**config.mk**
```make
export PLATFORM = sky130hd
export DESIGN_NAME = key_step_gen
export DESIGN_NICKNAME = d
export VERILOG_FILES = /design/src/rtl/key_step_gen.sv
export SDC_FILE = /design/constraint.sdc
export NUM_CORES = 1
export LEC_CHECK = 0
export CORE_ASPECT_RATIO = 1.25
export CORE_MARGIN = 10
export CORE_UTILIZATION = 34
export CTS_CLUSTER_SIZE = 10
export DETAILED_ROUTE_END_ITERATION = 6
export GPL_ROUTABILITY_DRIVEN = 1
export GPL_TIMING_DRIVEN = 0
export HOLD_SLACK_MARGIN = 0.1
export PLACE_DENSITY_LB_ADDON = 0.2
export SLEW_MARGIN = 0
export SYNTH_ARGS = -nofsm -noshare
export SYNTH_HDL_FRONTEND = slang
export SYNTH_SLANG_ARGS = --single-unit
```
**constraint.sdc**
```tcl
create_clock -name CLOCK_50 -period 8.4 [get_ports CLOCK_50]
set_input_delay 1.68 -clock CLOCK_50 [delete_from_list [all_inputs] [get_ports CLOCK_50]]
set_output_delay 1.68 -clock CLOCK_50 [all_outputs]
set_load 0.005 [all_outputs]
```
**src/rtl/key_step_gen.sv**
```systemverilog
// Push-button single-step clock: synchronizer, counter-based debounce FSM, fixed-width StepClk
// pulse, one-cycle Strobe and 16-bit press counter. Optional auto-repeat under `AUTO_REPEAT_EN.
module key_step_gen #(
  parameter int SYNC_STAGES     = 2,
  parameter int DEBOUNCE_CYCLES = 500000,
  parameter int PULSE_CYCLES    = 1000,
  parameter int CNT_W           = 20
`ifdef AUTO_REPEAT_EN
  ,
  parameter int REPEAT_DELAY    = 25000000,
  parameter int REPEAT_PERIOD   = 5000000
`endif
) (
  input  logic        CLOCK_50,
  input  logic        Reset,
  input  logic        KeyN,
  output logic        StepClk,
  output logic        Strobe,
  output logic        Pressed,
  output logic [15:0] StepCount
);

  typedef enum logic [1:0] {
    IDLE,
    DB_PRESS,
    HELD,
    DB_RELEASE
  } state_e;

  localparam logic [CNT_W-1:0] DB_LAST    = CNT_W'(DEBOUNCE_CYCLES - 1);
  localparam logic [CNT_W-1:0] PULSE_LAST = CNT_W'(PULSE_CYCLES - 1);

  logic [SYNC_STAGES-1:0] sync_q;
  logic                   k;
  state_e                 state_q;
  logic [CNT_W-1:0]       db_cnt_q;
  logic [CNT_W-1:0]       pulse_cnt_q;
  logic                   pressed_q;
  logic                   strobe_q;
  logic                   stepclk_q;
  logic [15:0]            step_count_q;
  logic [15:0]            step_count_d;
  logic                   step_d;
  logic                   rep_fire;

  // NOTE: the chain resets to all-ones so a released key is never seen as a press after reset.
  always_ff @(posedge CLOCK_50 or posedge Reset) begin
    if (Reset) sync_q <= '1;
    else       sync_q <= {sync_q[SYNC_STAGES-2:0], KeyN};
  end

  assign k = ~sync_q[SYNC_STAGES-1];

  // NOTE: every variable written here gets a default first, so no latch can be inferred.
  always_comb begin
    step_d = 1'b0;
    case (state_q)
      DB_PRESS: step_d = k && (db_cnt_q == DB_LAST);
      HELD:     step_d = k && rep_fire;
      default:  step_d = 1'b0;
    endcase
  end

  // NOTE: sequential state uses non-blocking assignments so every flop samples pre-edge values.
  always_ff @(posedge CLOCK_50 or posedge Reset) begin
    if (Reset) begin
      state_q   <= IDLE;
      db_cnt_q  <= '0;
      pressed_q <= 1'b0;
      strobe_q  <= 1'b0;
    end else begin
      strobe_q <= step_d;
      case (state_q)
        IDLE: begin
          if (k) begin
            state_q  <= DB_PRESS;
            db_cnt_q <= '0;
          end
        end
        DB_PRESS: begin
          if (!k) begin
            state_q <= IDLE;
          end else if (db_cnt_q == DB_LAST) begin
            state_q   <= HELD;
            pressed_q <= 1'b1;
          end else begin
            db_cnt_q <= db_cnt_q + 1'b1;
          end
        end
        HELD: begin
          if (!k) begin
            state_q  <= DB_RELEASE;
            db_cnt_q <= '0;
          end
        end
        DB_RELEASE: begin
          if (k) begin
            state_q <= HELD;
          end else if (db_cnt_q == DB_LAST) begin
            state_q   <= IDLE;
            pressed_q <= 1'b0;
          end else begin
            db_cnt_q <= db_cnt_q + 1'b1;
          end
        end
        default: state_q <= IDLE;
      endcase
    end
  end

`ifdef AUTO_REPEAT_EN
  localparam logic [31:0] DELAY_LAST  = 32'(REPEAT_DELAY - 1);
  localparam logic [31:0] PERIOD_LAST = 32'(REPEAT_PERIOD - 1);

  logic [31:0] rep_cnt_q;
  logic        rep_armed_q;

  assign rep_fire = (rep_cnt_q == (rep_armed_q ? PERIOD_LAST : DELAY_LAST));

  // Counts only while settled in HELD; any other cycle, including a bounce, restarts the delay.
  always_ff @(posedge CLOCK_50 or posedge Reset) begin
    if (Reset) begin
      rep_cnt_q   <= '0;
      rep_armed_q <= 1'b0;
    end else if (state_q == HELD && k) begin
      if (rep_fire) begin
        rep_cnt_q   <= '0;
        rep_armed_q <= 1'b1;
      end else begin
        rep_cnt_q <= rep_cnt_q + 1'b1;
      end
    end else begin
      rep_cnt_q   <= '0;
      rep_armed_q <= 1'b0;
    end
  end
`else
  assign rep_fire = 1'b0;
`endif

  // Pulse timer runs independently of the FSM; a new step reloads it without dropping StepClk.
  always_ff @(posedge CLOCK_50 or posedge Reset) begin
    if (Reset) begin
      stepclk_q   <= 1'b0;
      pulse_cnt_q <= '0;
    end else if (step_d) begin
      stepclk_q   <= 1'b1;
      pulse_cnt_q <= PULSE_LAST;
    end else if (stepclk_q) begin
      if (pulse_cnt_q == '0) stepclk_q   <= 1'b0;
      else                   pulse_cnt_q <= pulse_cnt_q - 1'b1;
    end
  end

  assign step_count_d = step_count_q + 16'(step_d);

  always_ff @(posedge CLOCK_50 or posedge Reset) begin
    if (Reset) step_count_q <= '0;
    else       step_count_q <= step_count_d;
  end

  assign StepClk   = stepclk_q;
  assign Strobe    = strobe_q;
  assign Pressed   = pressed_q;
  assign StepCount = step_count_q;

endmodule

```
* After elaboration in Yosys (flattened, before gate mapping)
Index checks and enable logic that the tools add are counted.
** Storage, ports and cells
- Output and inout port bits :: 19
- Register bits after elaboration :: 63
- Logic and storage cells :: 59
- Bits of input ports :: 3
** Operators by class
- Add/subtract/negate cells :: 3
- Multiplexer cells :: 25
- Reduce and logical (&&, ||, !) cells :: 9
- Bitwise operators :: 1
- Equal/unequal tests :: 13
** Operators by type and width (count)
- 2-to-1 mux 20 bit :: 8
- one-hot mux 20 bit (4 select lines) :: 1
- adder 20 x 1 -> 20 bit, second input constant :: 1
- == test 20 x 19 -> 1 bit, second input constant :: 1
- zero test 20 bit :: 1
- subtractor 20 x 1 -> 20 bit, second input constant :: 1
- adder 16 x 1 -> 16 bit :: 1
- inequality test 2 bit, second input constant :: 7
- 2-to-1 mux 2 bit :: 6
- 2-to-1 mux 1 bit :: 8
- one-hot mux 2 bit (4 select lines) :: 1
- AND reduction 4 bit :: 2
- inequality test 3 bit, second input constant :: 2
- AND reduction 5 bit :: 1
- == test 2 bit, second input constant :: 2
- nonzero test 2 bit :: 2
- == test 2 x 1 -> 1 bit, second input constant :: 1
- zero test 2 bit :: 1
- one-hot mux 1 bit (2 select lines) :: 1
- AND reduction 2 bit :: 1
- logical AND 1 bit :: 1
- inverter 1 bit :: 1

* Depth between registers and ports, before layout
Gate-level depths: netlist (run 1).
- Depth after elaboration :: 5
- Gate-level depth with buffers :: 15
- Mapped depth without buffers :: 12

* Worst setup path after synthesis (run 1)
No wires, ideal clock.
- Kind :: register -> register
- Start point :: register db_cnt_q[7]
- End point :: register step_count_q[12], in the netlist StepCount[12]
- Buffers on the path :: 3
- Required time :: 8.276 ns
- Period minus slack after synthesis :: 2.948 ns
- Stages on the path, launching flop included :: 16
- Setup time :: 0.124 ns
- Slack :: 5.452 ns
- Arrival :: 2.824 ns
- Path through :: dfrtp_1 > buf_6 > or4b_4 > nor2_1 > nand4_1 > or3_1 > buf_6 > clkinv_4 > buf_12 > ha_1 > ha_1 > and4_1 > nand3_1 > nor2_1 > nand2_1 > xnor2_1
** On the way
- Word-level cells in the longest chain between the ends :: 4
** Ends and longest elaborated chain
- from (decl) :: line 36 : logic [CNT_W-1:0] db_cnt_q;
- from (signal assigned) :: line 87 : db_cnt_q <= db_cnt_q + 1'b1;
- from (signal assigned) :: line 103 : db_cnt_q <= db_cnt_q + 1'b1;
- == test 20 x 19 -> 1 bit :: line 58 : DB_PRESS: step_d = k && (db_cnt_q == DB_LAST);
- logical AND 1 bit :: line 58
- 2-to-1 mux 1 bit :: line 57 : case (state_q)
- via step_d :: line 43 : logic step_d;
- adder 16 x 1 -> 16 bit :: line 155 : assign step_count_d = step_count_q + 16'(step_d);
- via step_count_d[12] :: line 42 : logic [15:0] step_count_d;
- to (signal assigned) :: line 159 : else step_count_q <= step_count_d;
- to (decl) :: line 41 : logic [15:0] step_count_q;
The timed path passes the listed nets, and every way through them passes these cells.
A chain may end at the register's enable or synchronous reset.

* Worst setup path after layout (run 1)
- Start point :: register db_cnt_q[7]
- End point :: register step_count_q[15], in the netlist StepCount[15]
The elaborated chain is that of the path after synthesis.

==> results of run 1 <==
[per-layer routing]
metal / routed length, um / vias to the layer above / track usage, %
met3: 334 / 15 / 4.07
met1: 2990 / 1176 / 11.7
li1: - / 1242 / -
met5: 0 / - / 0
met2: 3240 / 32 / 17.1
met4: 173 / 0 / 5.59
[cells by family (layout without fill, tap and decap cells)]
family	Yosys count	in the layout	synth area share, %
XOR/XNOR	35	35	9.60
flip-flops	63	63	49.5
AO/OA/AOI/OAI	55	55	10.9
AND/OR/NAND/NOR	145	145	24.2
adder cells (fa/ha/maj)	5	5	1.96
buffers and inverters	20	58	3.88
[metrics by stage]
step	setup slack, ns	utilization (%)	total power, mW	cell area (um2)
5_1_grt	4.71	42.8	0.787	3920
2_1_floorplan	5.15	-	0.329	3190
4_1_cts	4.99	42.8	0.771	3920
3_5_place_dp	5.08	39.0	0.336	3580
6_report	5.05	42.8	0.759	3920
3_3_place_gp	3.92	38.8	0.335	3560
[state kept, by name (all words and copies together) (netlist names), named ones only]
| signal | count |
|---|---|
| Pressed | 1 |
| StepClk | 1 |
| StepCount | 16 |
| Strobe | 1 |
| db_cnt_q | 20 |
| pulse_cnt_q | 20 |
| state_q | 1 |
| sync_q | 2 |
[area by class of cell]
type / instances / area, um2 / area share, %
flip-flops and latches: 63 / 1580 / 40.3
multi-input cells: 240 / 1490 / 38.0
clock buffers: 10 / 239 / 6.09
repair buffers: 22 / 230 / 5.87
well taps: 123 / 154 / 3.92
clock inverters: 6 / 108 / 2.74
plain buffers: 12 / 86.3 / 2.20
inverters: 8 / 37.5 / 0.957
[report_power, final]
| group | total, mW | internal [mW] | switching (mW) |
|---|---|---|---|
| logic | 0.0208 | 0.00654 | 0.0142 |
| clock network | 0.429 | 0.296 | 0.132 |
| registers | 0.310 | 0.307 | 0.00265 |
[layout by cell type, fill, tap and decap left out, types with 9 or more instances in the layout]
master and instances:
nand4_1 12, nor2_1 29, xnor2_1 21, nand3_1 15, a21oi_1 9, o21ai_0 20
nand2_1 32, xor2_1 14, clkbuf_16 9, dfrtp_1 61, clkdlybuf4s50_1 21, o31ai_1 10
nor3_1 12, nor4_1 13
[worst min path at each step]
stage,start,endpoint,slack (ns),cells after the start
floorplan,sync_q[0],sync_q[1],0.35,0
global placement,sync_q[0],sync_q[1],0.35,0
detailed placement,sync_q[0],sync_q[1],0.35,0
CTS,sync_q[0],sync_q[1],0.36,0
global route,sync_q[0],sync_q[1],0.36,0
finish,sync_q[0],sync_q[1],0.36,0
==> results.json, run 1 <==
{
  "cap_violations": 0,
  "synth.most_common_cell": "dfrtp_1",
  "final-hold-violation-count": 0,
  "r2r_setup_slack_ns": 5.05,
  "grt_pass1_wl_mm": 11.6,
  "antenna_cells": 0,
  "die_x_um": 107,
  "die-area_um2": 13700,
  "netlist.area_leader.share_pct": 47.8,
  "syn_inst": 323,
  "gp_congestion": 0.782,
  "syn_to_final_growth_pct": 22.9,
  "dr.pass1.iters": 4,
  "final_nets": 364,
  "finalSetupViolCount": 0,
  "crit_path_start": "db_cnt_q[7]",
  "skew_ns": 0.00368,
  "ios": 22,
  "startpoint_type": "register",
  "post_cts_buffers": 0,
  "critPathMaxFanout": 11,
  "routedWlPerCell_um": 13.9,
  "ctsHoldBuffers": 0,
  "die_h_um": 128,
  "start_util_pct": 34.8,
  "ys.flop_type": "dfrtp_1",
  "slew_headroom_pct": 57.3,
  "synthTopCellsByCount": "dfrtp_1, nand2_1, nor2_1",
  "ir_worst_vdd_mv": 0.109,
  "antenna_found_initial": 0,
  "cts_made_buffers": 9,
  "path_buf_inv": 4,
  "yosys.area.top_type": "dfrtp_1",
  "hold_class": "register to register",
  "antenna_left": 0,
  "grt-ovfl-total": 0,
  "clk_pin_slew_ns": 0.05,
  "grt_start_max_net_pins": 40,
  "arrival_ns": 3.57,
  "drc": 0,
  "cts_max_level": 3,
  "period_minus_slack_ns": 3.35,
  "place_inst": 468,
  "async_reset_ff_share_pct": 100,
  "fmax_ghz": 0.298,
  "holdWs_ns": 0.355,
  "final_layout_size_suffix_gt1_share_pct": 10.8,
  "viasPerCell": 5.09,
  "synth-seq-cells": 63,
  "critPathCaptureType": "register",
  "critical_path_class": "register to register",
  "ctsResizeCount": 0,
  "yosys_warnings": 0,
  "initialDrtViolationCount": 69,
  "clock_sinks": 63,
  "row_count": 39,
  "cp-endpoint": "StepCount[15]",
  "worstMarginPinSlew_ns": 0.635,
  "vias": 2465,
  "netlist_area_um2": 3190,
  "track_usage_pct": 10.5,
  "synth_nets": 331,
  "setup_tns_ns": 0,
  "ys_types": 53,
  "fin_crit_sh_pct": 39.9,
  "synth-seq-area-share_pct": 49.5,
  "maxSlewViolCount": 0,
  "critPathSlowestCell": "nor4_1",
  "reg2regPathDepth": 13,
  "grt_pass1_vias": 2432,
  "rsz0062_at_grt": "no",
  "reg2reg_to": "StepCount[15]",
  "status": "finished, final reports clean",
  "coreArea_um2": 9170,
  "layout.cells.non_filler": 484,
  "crit_family": "simple AND/OR/NAND/NOR gates",
  "clock-root-buffer": "clkbuf_16",
  "clock_latency_ns": 0.33,
  "critical-path-max-stage-delay_ns": 0.56,
  "nFillCells": 923,
  "synth.avg_cell_area_um2": 9.88,
  "port_buffers": 21,
  "cp_cell_sequence": "buf_6, or4b_4, nor2_1, nand4_1, or3_1, buf_6, clkinv_4, buf_12, ha_1, nand3_1, nor4_1, nand3_1, xnor2_1",
  "routed_wl_mm": 6.74,
  "cts_buffer_depth": 2,
  "rr_startpoint": "db_cnt_q[7]",
  "cts_tree": "done",
  "p_leak_nw": 1.72,
  "synth_edf_count": 0,
  "p_per_area_nw_per_um2": 194,
  "netlist_top_cells_area": "dfrtp_1, xnor2_1, xor2_1",
  "hpwl_mm": 4.76,
  "crit_cells": 13,
  "required_ns": 8.62
}
Power figures use the tool's default switching activity.
==> inputs of run 2 (changes only) <==
==> constraint.sdc (replaced) <==
create_clock -name CLOCK_50 -period 3.3 [get_ports CLOCK_50]
set_input_delay 0.66 -clock CLOCK_50 [delete_from_list [all_inputs] [get_ports CLOCK_50]]
set_output_delay 0.66 -clock CLOCK_50 [all_outputs]
set_load 0.005 [all_outputs]
==> results.json, run 2 (synthesized netlist as in run 1, its figures left out) <==
{
  "status": "finished, final reports clean",
  "grt_start_max_net_pins": 40,
  "finish.instance_area_um2": 4000,
  "worstMarginPinSlew_ns": 0.633,
  "post_cts_buffers": 0,
  "critical_path_class": "register to register",
  "p_leak_nw": 1.75,
  "finalSetupViolCount": 0,
  "skew_ns": 0.00272,
  "grt_pass1_vias": 2426,
  "routedWlPerCell_um": 14.0,
  "coreArea_um2": 9170,
  "place_ws_ns": -0.0195,
  "rsz0062_at_grt": "no",
  "critPathCaptureType": "register",
  "hold_path_end": "sync_q[1]",
  "r2r_setup_slack_ns": 0.19,
  "cts_max_level": 3,
  "clock-root-buffer": "clkbuf_16",
  "die_x_um": 107,
  "reg2regPathDepth": 15,
  "dr.pass1.iters": 4,
  "final-hold-violation-count": 0,
  "port_buffers": 21,
  "fmax_ghz": 0.321,
  "maxSlewViolCount": 0,
  "place_inst": 468,
  "slew_headroom_pct": 57.5,
  "antenna_found_initial": 0,
  "hold_class": "register to register",
  "antenna_cells": 0,
  "holdWs_ns": 0.355,
  "placed_area_um2": 3580,
  "p_total_mw": 1.93,
  "row_count": 39,
  "antenna_left": 0,
  "clk_pin_slew_ns": 0.05,
  "die-area_um2": 13700,
  "fin_crit_sh_pct": 94.4,
  "arrival_ns": 3.33,
  "clock_sinks": 63,
  "grt_pass1_wl_mm": 11.6,
  "period_minus_slack_ns": 3.11,
  "required_ns": 3.51,
  "cts_tree": "done",
  "ir_worst_vdd_mv": 0.277,
  "min-delay-start": "sync_q[0]",
  "ios": 22,
  "cts_buffer_depth": 2,
  "routed_wl_mm": 6.75,
  "vias": 2466,
  "nFillCells": 903,
  "hold_depth": 0,
  "final_nets": 364,
  "setup_tns_ns": 0,
  "clock_latency_ns": 0.33,
  "startpoint_type": "register",
  "timing.final.ws_setup_ns": 0.186,
  "cts_made_buffers": 9,
  "cap_violations": 0,
  "final_layout_size_suffix_gt1_share_pct": 13.6,
  "fin_util_pct": 43.6,
  "grt-ovfl-total": 0,
  "rr_startpoint": "db_cnt_q[7]",
  "critPathMaxFanout": 11,
  "gp_congestion": 0.782,
  "ctsHoldBuffers": 0,
  "mostFrequentLayoutCell": "dfrtp_1",
  "layout.cells.non_filler": 484,
  "track_usage_pct": 10.5,
  "drc": 0,
  "syn_to_final_growth_pct": 25.2,
  "p_per_area_nw_per_um2": 483,
  "reg2reg_to": "StepCount[14]",
  "final_cell_mix": "dfrtp_1, nand2_1, nor2_1",
  "hpwl_mm": 4.76,
  "die_h_um": 128,
  "start_util_pct": 34.8,
  "initialDrtViolationCount": 65,
  "viasPerCell": 5.10
}
## run 2: cell counts in the layout (fill, tap and decap cells not counted)
No cell type changed its count.
## run 2: what timing repair did
item                       in CTS  in global routing
gates cloned                    0                  0
gates resized for setup         2                 12
setup endpoints to repair       3                  5
pin swaps                       0                  3
## run 2: critical path, stage by stage, from the launching register on
cell	delay, ns
dfrtp_1	0.37
buf_6	0.13
or4b_4	0.54
nor2_1	0.10
nand4_1	0.16
or3_4	0.42
buf_6	0.15
clkinv_4	0.06
buf_12	0.12
ha_4	0.15
ha_4	0.14
and4_4	0.22
nand3_2	0.11
nor2_4	0.12
nand2_2	0.07
xnor2_2	0.13
## run 2: worst max path at each step
stage / from / end
3_5_place_dp: db_cnt_q[7] / StepCount[15]
4_1_cts: db_cnt_q[7] / StepCount[14]
2_1_floorplan: db_cnt_q[7] / StepCount[12]
3_3_place_gp: Reset / db_cnt_q[14]
6_report: db_cnt_q[7] / StepCount[14]
5_1_grt: db_cnt_q[7] / StepCount[14]
## run 2: final cells by class
cell class              instances  area, um2  share of cell area [%]
plain buffers                  12       86.3                    2.16
well taps                     123        154                    3.85
repair buffers                 22        230                    5.76
inverters                       8       37.5                   0.939
clock buffers                  10        239                    5.98
clock inverters                 6        108                    2.69
multi-input cells             240       1560                    39.1
flip-flops and latches         63       1580                    39.5
## run 2: power by group
group	leakage [nW]	switching [mW]	internal, mW	total (mW)
Sequential	0.869	0.00672	0.782	0.788
Clock	0.168	0.334	0.754	1.09
Combinational	0.710	0.0361	0.0167	0.0527
Total	1.75	0.377	1.55	1.93
## run 2: metal layers
layer	GRT usage [%]	vias up	part of all wire (%)
met5	0	-	0
met4	5.59	0	2.4
met3	4.07	17	4.8
met2	17.1	31	48
met1	11.7	1177	45
li1	-	1241	-
==> inputs of run 3 (changes only) <==
--- a/config.mk
+++ b/config.mk
@@ -6,7 +6,7 @@
 export NUM_CORES = 1
 export LEC_CHECK = 0
 export CORE_ASPECT_RATIO = 1.25
-export CORE_MARGIN = 10
+export CORE_MARGIN = 5
 export CORE_UTILIZATION = 34
 export CTS_CLUSTER_SIZE = 10
 export DETAILED_ROUTE_END_ITERATION = 6
==> results.json, run 3 (synthesized netlist as in run 1, its figures left out) <==
{
  "internal_power_mw": 1.29,
  "arrival_ns": 3.31,
  "cts_tree": "done",
  "hpwl_mm": 4.68,
  "ios": 22,
  "hold_depth": 0,
  "seq_power_share_pct": 47.8,
  "track_usage_pct": 12.8,
  "required_ns": 3.52,
  "drc": 0,
  "period_minus_slack_ns": 3.09,
  "fmax_ghz": 0.324,
  "swShare_pct": 21.5,
  "final-hold-violation-count": 0,
  "cts_buffer_depth": 2,
  "initialDrtViolationCount": 57,
  "startpoint_type": "register",
  "clock-root-buffer": "clkbuf_16",
  "die_h_um": 118,
  "critPathCaptureType": "register",
  "antenna_cells": 0,
  "die_x_um": 96.7,
  "cap_violations": 0,
  "rr_startpoint": "db_cnt_q[7]",
  "row_count": 39,
  "routedWlPerCell_um": 13.7,
  "syn_to_final_growth_pct": 20.8,
  "grt_pass1_vias": 2541,
  "hold_class": "register to register",
  "mostFrequentLayoutCell": "dfrtp_1",
  "hold_path_end": "sync_q[1]",
  "status": "finished, final reports clean",
  "worstMarginPinSlew_ns": 0.639,
  "viasPerCell": 5.07,
  "holdWs_ns": 0.355,
  "gp_congestion": 0.757,
  "p_per_area_nw_per_um2": 428,
  "finalSetupViolCount": 0,
  "final_nets": 365,
  "pwr-share-clk_pct": 48.9,
  "p_switching_mw": 0.354,
  "grt_pass1_wl_mm": 11.9,
  "cts_max_level": 3,
  "cts_made_buffers": 9,
  "critPathMaxFanout": 11,
  "coreArea_um2": 9170,
  "routed_wl_mm": 6.62,
  "final_layout_size_suffix_gt1_share_pct": 11.1,
  "p_leak_nw": 1.68,
  "grt-ovfl-total": 0,
  "final_cell_mix": "dfrtp_1, nand2_1, nor2_1",
  "r2r_setup_slack_ns": 0.21,
  "reg2regPathDepth": 15,
  "dr.pass1.iters": 4,
  "slew_headroom_pct": 57.1,
  "vias": 2451,
  "start_util_pct": 34.8,
  "clock_latency_ns": 0.34,
  "antenna_left": 0,
  "power_frac_comb_pct": 3.2,
  "fin_crit_sh_pct": 93.7,
  "reg2reg_to": "StepCount[12]",
  "critical_path_class": "register to register",
  "ir_worst_vdd_mv": 0.255,
  "antenna_found_initial": 0,
  "ctsHoldBuffers": 0,
  "maxSlewViolCount": 0,
  "min-delay-start": "sync_q[0]",
  "skew_ns": 0.00648,
  "rsz0062_at_grt": "no",
  "p_total_mw": 1.65,
  "die-area_um2": 11400,
  "port_buffers": 21,
  "clk_pin_slew_ns": 0.05,
  "grt_start_max_net_pins": 40,
  "clock_sinks": 63
}
## run 3: cell count changes in the layout (fill, tap and decap cells not counted), sizes merged
cell	previous run	this run
buf	7	8
bufinv	3	0
clkbuf	16	18
clkinvlp	1	0
## run 3: power groups by stage
stage | combinational (mW) | sequential, mW | clock, mW
global route | 0.0618 | 0.790 | 0.872
floorplan | 0.0372 | 0.800 | 0
CTS | 0.0551 | 0.789 | 0.838
detailed placement | 0.0547 | 0.802 | 0
global placement | 0.0519 | 0.802 | 0
finish | 0.0530 | 0.789 | 0.807
## run 3: worst max-delay path, cell delays in order (launching register included)
cell and delay, ns:
dfrtp_1 0.37, buf_6 0.13, or4b_4 0.54, nor2_1 0.10, nand4_1 0.12, or3_1 0.39, buf_6 0.15, clkinv_4 0.06
buf_12 0.12, ha_4 0.14, ha_2 0.19, and4_4 0.22, nand3_1 0.12, nor2_2 0.13, nand2_1 0.07, xnor2_1 0.12
## run 3: final cells by class
type                       count  area (um2)
tap                          123         154
buffer                        12        86.3
timing repair buffer          23         238
fill                         942        5320
clock buffer                  12         236
clock inverter                 2        10.0
sequential                    63        1580
multi-input combinational    240        1520
inverter                       8        37.5
## run 3: timing repair
item,4_1_cts,5_1_grt
resized for setup,1,5
buffers inserted,0,1
endpoints found under the setup margin,2,5
pin swaps,0,3
## run 3: worst max path at each step
stage,from,endpoint,depth (start not counted)
6_report,db_cnt_q[7],StepCount[12],15
5_1_grt,db_cnt_q[7],StepCount[14],15
4_1_cts,db_cnt_q[7],StepCount[12],15
3_5_place_dp,db_cnt_q[7],StepCount[15],13
3_3_place_gp,Reset,pulse_cnt_q[6],2
2_1_floorplan,db_cnt_q[7],StepCount[12],15
## run 3: through the flow
stage | util [%] | setup WS [ns] | setup TNS (ns) | cell area [um2] | std cells
after floorplan | - | 0.352 | 0 | 3190 | 323
after global placement | 38.8 | -0.180 | -10.73 | 3560 | 467
after detailed placement | 39.0 | -0.00955 | -0.00955 | 3580 | 468
after CTS | 41.7 | 0.0160 | 0 | 3830 | 482
after global routing | 42.0 | 0.0241 | 0 | 3860 | 483
final | 42.0 | 0.209 | 0 | 3860 | 483
## run 3: per-layer routing
layer  GRT usage, %  part of all wire, %
met2           21.8                   50
met1           14.4                   44
met4           5.88                  2.6
met5              0                    0
met3           4.36                  3.6
